--- src/rtl/rr_mem_arbiter.sv ---
// Round-robin arbiter sharing one single-port synchronous RAM between CORE_NUM cores.
// One access in flight at a time; read latency is hidden behind a per-core response pulse.
module rr_mem_arbiter #(
  parameter int WIDTH       = 32,
  parameter int CORE_NUM    = 4,
  parameter int RAM_LATENCY = 2
) (
  input  logic                      clk,
  input  logic                      reset,
  input  logic [CORE_NUM-1:0]       request,
  input  logic [CORE_NUM-1:0]       wren_core,
  input  logic [CORE_NUM*WIDTH-1:0] address_in,
  input  logic [CORE_NUM*WIDTH-1:0] data_in,
  output logic [CORE_NUM*WIDTH-1:0] data_out,
  output logic [CORE_NUM-1:0]       response,
  output logic [CORE_NUM-1:0]       grant,
  output logic                      busy,
  output logic [WIDTH-1:0]          address,
  output logic [WIDTH-1:0]          data_write,
  output logic                      wren,
  input  logic [WIDTH-1:0]          data_read
);

  // state  | meaning
  // IDLE   | no access; arbitrate among pending requests
  // ISSUE  | drive latched access to the RAM for one cycle
  // WAIT   | read in flight; count down RAM latency, capture q on last cycle
  // RESP   | pulse response for the owner
  typedef enum logic [1:0] {S_IDLE, S_ISSUE, S_WAIT, S_RESP} state_t;

  localparam int IDX_W = $clog2(CORE_NUM);
  localparam int CNT_W = (RAM_LATENCY > 1) ? $clog2(RAM_LATENCY) : 1;

  state_t              state, state_nx;
  logic [IDX_W-1:0]    sel;
  logic [IDX_W-1:0]    last;
  logic                lat_wren;
  logic [CNT_W-1:0]    cnt;
  logic [CORE_NUM-1:0] sel_onehot;
  logic                found;
  logic [IDX_W-1:0]    pick_idx;

  assign sel_onehot = {{(CORE_NUM-1){1'b0}}, 1'b1} << sel;

  // Search starts one past the previous owner and wraps, giving the rotation.
  always_comb begin
    logic [IDX_W-1:0] cand;
    found    = 1'b0;
    pick_idx = '0;
    cand     = '0;
    for (int k = 1; k <= CORE_NUM; k++) begin
      cand = IDX_W'((int'(last) + k) % CORE_NUM);
      if (!found && request[cand]) begin
        found    = 1'b1;
        pick_idx = cand;
      end
    end
  end

  always_comb begin
    state_nx = state;
    grant    = '0;
    response = '0;
    wren     = 1'b0;
    busy     = (state != S_IDLE);
    case (state)
      S_IDLE: begin
        if (found) state_nx = S_ISSUE;
      end
      S_ISSUE: begin
        grant    = sel_onehot;
        wren     = lat_wren;
        state_nx = lat_wren ? S_RESP : S_WAIT;
      end
      S_WAIT: begin
        grant = sel_onehot;
        if (cnt == '0) state_nx = S_RESP;
      end
      S_RESP: begin
        grant    = sel_onehot;
        response = sel_onehot;
        state_nx = S_IDLE;
      end
      default: state_nx = S_IDLE;
    endcase
  end

  always_ff @(posedge clk) begin
    if (reset) state <= S_IDLE;
    else       state <= state_nx;
  end

  always_ff @(posedge clk) begin
    if (reset) begin
      sel        <= '0;
      last       <= IDX_W'(CORE_NUM - 1);
      lat_wren   <= 1'b0;
      address    <= '0;
      data_write <= '0;
      cnt        <= '0;
      data_out   <= '0;
    end else begin
      if (state == S_IDLE && found) begin
        sel        <= pick_idx;
        last       <= pick_idx;
        lat_wren   <= wren_core[pick_idx];
        address    <= address_in[int'(pick_idx)*WIDTH +: WIDTH];
        data_write <= data_in[int'(pick_idx)*WIDTH +: WIDTH];
      end
      if (state == S_ISSUE)
        cnt <= CNT_W'(RAM_LATENCY - 1);
      else if (state == S_WAIT && cnt != '0)
        cnt <= cnt - CNT_W'(1);
      // q is valid on the final wait cycle; owner sees it from RESP onward.
      if (state == S_WAIT && cnt == '0)
        data_out[int'(sel)*WIDTH +: WIDTH] <= data_read;
    end
  end

endmodule

--- config.mk ---
export PLATFORM = sky130hd
export DESIGN_NAME = rr_mem_arbiter
export DESIGN_NICKNAME = d
export VERILOG_FILES = /design/src/rtl/rr_mem_arbiter.sv
export SDC_FILE = /design/constraint.sdc
export NUM_CORES = 1
export LEC_CHECK = 0
export ABC_AREA = 1
export CORE_AREA = 2 2 193 195
export CTS_CLUSTER_DIAMETER = 100
export DETAILED_ROUTE_END_ITERATION = 10
export DIE_AREA = 0 0 195 197
export GPL_TIMING_DRIVEN = 0
export HOLD_SLACK_MARGIN = 0.05
export PLACE_DENSITY = 0.6
export SLEW_MARGIN = 40
export SYNTH_ARGS = -nofsm -noshare
export SYNTH_HDL_FRONTEND = slang
export SYNTH_SLANG_ARGS = --single-unit
export TNS_END_PERCENT = 100
--- constraint.sdc ---
create_clock -name clk -period 4.2 [get_ports clk]
set_clock_uncertainty 0.2 [all_clocks]
set_input_delay 1.26 -clock clk [delete_from_list [all_inputs] [get_ports clk]]
set_output_delay 1.26 -clock clk [all_outputs]
set_load 0.01 [all_outputs]
**Yosys cells after proc, flatten, opt, wreduce, memory -nomap -nowiden**

Cells that the tools add are included.
W data, S select, Z words.

- Add/sub/neg operators: 6
- $mul: 0
- Div/mod/pow operators: 0
- $lt $le $gt $ge: 5
- Equality and inequality tests: 5
- Shift operators: 5
- Multiplexer cells: 28
- Bitwise operators: 1
- Reductions and logical operators: 14

Operators with widths:

| cell | count |
|---|---|
| $shiftx A128 B8 Y32 | 2 |
| $bwmux W128 | 1 |
| $shift A32 B33 Y128 const A | 1 |
| $shiftx A32 B33 Y128 | 1 |
| $neg A7 Y33 | 1 |
| $lt A2 B3 Y1 const B | 5 |
| $mux W1 | 13 |
| $mux W2 | 6 |
| $bmux W1 S2 | 5 |
| $mux W4 | 2 |
| $pmux W2 S4 | 1 |
| $logic_and A1 B1 Y1 | 6 |
| $add A2 B1 Y2 const B | 2 |
| $add A2 B2 Y2 const B | 2 |
| $eq A2 B2 Y1 const B | 2 |
| $ne A2 B2 Y1 const B | 2 |
| $reduce_bool A2 Y1 | 2 |
| $shl A1 B2 Y4 const A | 1 |
| $logic_not A1 Y1 | 3 |
| $reduce_or A3 Y1 | 1 |
| $eq A2 B1 Y1 const B | 1 |
| $logic_not A2 Y1 | 1 |
| $reduce_and A2 Y1 | 1 |
| $not A1 Y1 | 1 |
| $sub A1 B1 Y1 const B | 1 |

- Register bits: 200
- Bits in latches: 0
- Bits in writable memories: 0
- ROM bits: 0
- Output and inout port bits: 202
- Logic and storage cells: 72
- Memories: 0

**Depth between registers and ports, before layout**

- Depth in word-level cells: 15
- Mapped depth: 18

**Worst setup path before layout**

Ideal clock, no wire load.

- Kind: register -> output
- From: register sel[0]
- To: output grant[0]
- Arrival: 2.034 ns
- Data required time: 2.740 ns
- Slack: 0.706 ns
- Cell stages (with the launch flop): 9
- Buffers on the path: 4
- Cells stage by stage: dfxtp_1 -> clkbuf_1 -> inv_1 -> clkbuf_1 -> buf_1 -> ha_1 -> clkinv_1 -> clkbuf_1 -> nor2_1

- Word-level cells in the longest chain between the ends: 2

Ends and longest elaborated chain:

| what | line | source |
|---|---|---|
| from (decl) | 35 | `logic [IDX_W-1:0] sel;` |
| from (signal assigned) | 104 | `sel <= pick_idx;` |
| $shl A1 B2 Y4 | 43 | `assign sel_onehot = {{(CORE_NUM-1){1'b0}}, 1'b1} << sel;` |
| $mux W4 | 66 | `case (state)` |
| to (decl) | 16 | `output logic [CORE_NUM-1:0] grant,` |

Every way passes these cells.

**Worst setup path in the final report**

Same ends and word-level chain as after synthesis.

==> impl_results.md <==
- Die Ht: 197 microns
- RSZ-0062 raised after global routing: false
- Worst reg-to-reg path cell count: 16
- Maximum achievable frequency: 0.252 GHz
- R2R Setup Slk: 1.28 ns
- Pre-antenna DRT Iters: 5
- #FFs+latches synth: 200
- Worst setup margin: 0.227 ns
- Vias in the first global route: 13213
- Post-synth ARST share: 0%
- R2R Path Start: last[0]$_SDFFE_PP1P_
- Hold slack: 0.247 ns
- Via density: 4.92
- Global Route Usage Sum: 27.0%
- Port-buffer cells: 498
- Syn nets: 2154
- Post-route setup TNS: 0 ns
- P per Cell Area: 669 mW/mm^2
- Clock sink count: 200
- Outcome: complete, no violations
- HP Start: data_out[38]$_SDFFE_PP0P_
- Final ANT Viol Nets: 0
- Most frequent cells in the layout: 498 x clkdlybuf4s50_1, 367 x nand2_1, 359 x inv_1
- Wirelength per Cell: 18.7 microns
- Max-slew headroom: 51.0%
- Residual DRC: 0
- P&R area growth vs syn: 54.2%
- CP required: 2.74 ns
- Final setup viols: 0
- Root Driver: clkbuf_16
- Hold Crit Class: register to register
- Final GP Congestion: 0.954
- Num CTS Buffers: 17
- Synth warn: 0
- Post-CTS Hold Buffers: 0
- # nets final: 2670
- First-pass GRT wire length: 79.1 mm
- Overflow after GRT: 0
- Total wire length: 53.4 mm
- RR Endpoint: address[7]$_SDFFE_PP0P_
- Most common cell after layout, fill and taps aside: clkdlybuf4s50_1
- Die span in x: 195 microns
- Design area: 0.0178 sq mm
- H-tree depth: 4
- Register area share after synthesis: 34.7%
- Final Critical Period: 3.97 ns
- Clock Path Buffers: 2
- Layout cells sized above 1: 6.36%
- CP arrival: 2.51 ns
- Synth unique cells: 30
- Worst-Skew Late Latency: 0.44 ns
- Worst Setup Slack post-DPL: -0.618 ns
- Startpoint Class: register
- Pin count of the biggest net entering global routing: 24
- Starting Density: 31.8%
- Via count: 14015
- Commonest register cell after synthesis: dfxtp_1
- Worst-Margin Slew: 0.735 ns
- WHS Endpoint: data_out[38]$_SDFFE_PP0P_
- Hold Vio Cnt, Final: 0
- Worst Path Max Fanout: 13
- Max-Cap Viols: 0
- WS Path Type: register to output pin
- Syn Area/Cell: 6.25 sq um
- CORE AREA: 0.0363 sq mm
- Cell row count: 70
- Final cycle utilization of the critical path: 94.6%
- Placed cell areas: 0.0171 sq mm
- Clk slew on worst S/H paths: 0.08 ns
- Leak Pwr: 8.21 nW
- Die footprint: 0.0384 sq mm
- Initial antenna violation count: 9
- Drt initial violations: 882
- CP endpoint kind: output pin
- Synthesized area: 0.0115 sq mm
- Slew Limit Fails: 0
- Hold Crit Depth: 2
- # IOs: 500
- CTS tree: done
- Post-synth EDFFs: 0
- Detailed Place HPWL: 42.9 mm
- Post-Syn Instances: 1845
- Peak VDD IR: 0.294 mV
registers in the layout, summed over array words and instances, names as in the netlist:
register / flops
lat_wren: 1
address: 32
sel: 2
data_write: 32
data_out: 128
state: 2
last: 2
cnt: 1
cells by family (layout without fill, tap and decap cells):
kind of cell | after synthesis | count (layout) | share of synthesized area, %
AO/OA/AOI/OAI | 155 | 155 | 8.07
adder cells (fa/ha/maj) | 11 | 11 | 1.19
buffers and inverters | 509 | 1038 | 17.8
flip-flops | 200 | 200 | 34.7
other | 0 | 9 | 0
AND/OR/NAND/NOR | 970 | 970 | 38.2
per-layer routing:
layer	share of wire, %	GRT usage, %	wire, microns	up-vias
met1	41	33.1	22000	6498
met4	3.8	12.2	2050	0
met2	47	45.4	25300	574
met5	0	0	0	-
li1	-	-	-	6851
met3	7.5	5.95	4020	92
power by group:
part           internal (W)  switching [W]
clock              0.000834       0.000918
combinational       0.00277        0.00495
sequential          0.00224       0.000189
total               0.00584        0.00606
cell type report:
| type | instances | area (sq um) |
|---|---|---|
| clock buffers | 17 | 425 |
| diodes | 9 | 22.5 |
| well taps | 468 | 586 |
| flip-flops and latches | 200 | 4010 |
| inverters | 367 | 1380 |
| plain buffers | 140 | 669 |
| fillers | 3673 | 18500 |
| clock inverters | 15 | 213 |
| multi-input cells | 1136 | 5480 |
| repair buffers | 499 | 4990 |
cells in the mapped netlist (3+ instances only):
cell type	instances	share of area [%]
a211oi_1	5	0.33
nand2_1	367	12
nand4_1	131	7.1
a21oi_1	77	3.3
ha_1	11	1.2
inv_1	360	12
nand2_2	4	0.22
dfxtp_1	200	35
o21ai_0	12	0.52
inv_2	5	0.16
nor2_1	229	7.5
a22oi_1	52	3.4
buf_1	7	0.23
buf_2	55	2.4
nand3_1	205	8.9
a31oi_1	5	0.27
clkbuf_1	65	2.1
or3b_2	27	2.1
buf_6	3	0.29
buf_4	12	0.78
repair_timing:
item                                   in CTS  in global routing
endpoints found under the hold margin       0                  0
gates cloned                                0                  0
resized for setup                           7                  1
setup endpoints to repair                   4                  1
setup buffers                               1                  0
critical path, cell delays in order (launching register included):
cell and delay (ns):
dfxtp_2 0.40, inv_4 0.07, buf_4 0.20, ha_1 0.25
clkinv_2 0.18, clkbuf_4 0.24, nor2_1 0.12, clkdlybuf4s50_1 0.60
through the flow:
step | utilization (%) | cells | total power (W)
floorplan | - | 1845 | 0.00722
global placement | 47.2 | 2811 | 0.0100
detailed placement | 47.2 | 2811 | 0.0101
CTS | 49.0 | 2843 | 0.0119
global route | 49.0 | 2851 | 0.0129
finish | 49.0 | 2851 | 0.0119
worst max path at each step:
stage	to	start	cells after the start
after global placement	grant[0]	sel[0]$_SDFFE_PP0P_	9
after global routing	grant[0]	sel[0]$_SDFFE_PP0P_	7
after CTS	grant[0]	sel[0]$_SDFFE_PP0P_	8
final	grant[0]	sel[0]$_SDFFE_PP0P_	7
after floorplan	grant[0]	sel[0]$_SDFFE_PP0P_	8
after detailed placement	grant[0]	sel[0]$_SDFFE_PP0P_	9
Power figures use the tool's default switching activity.
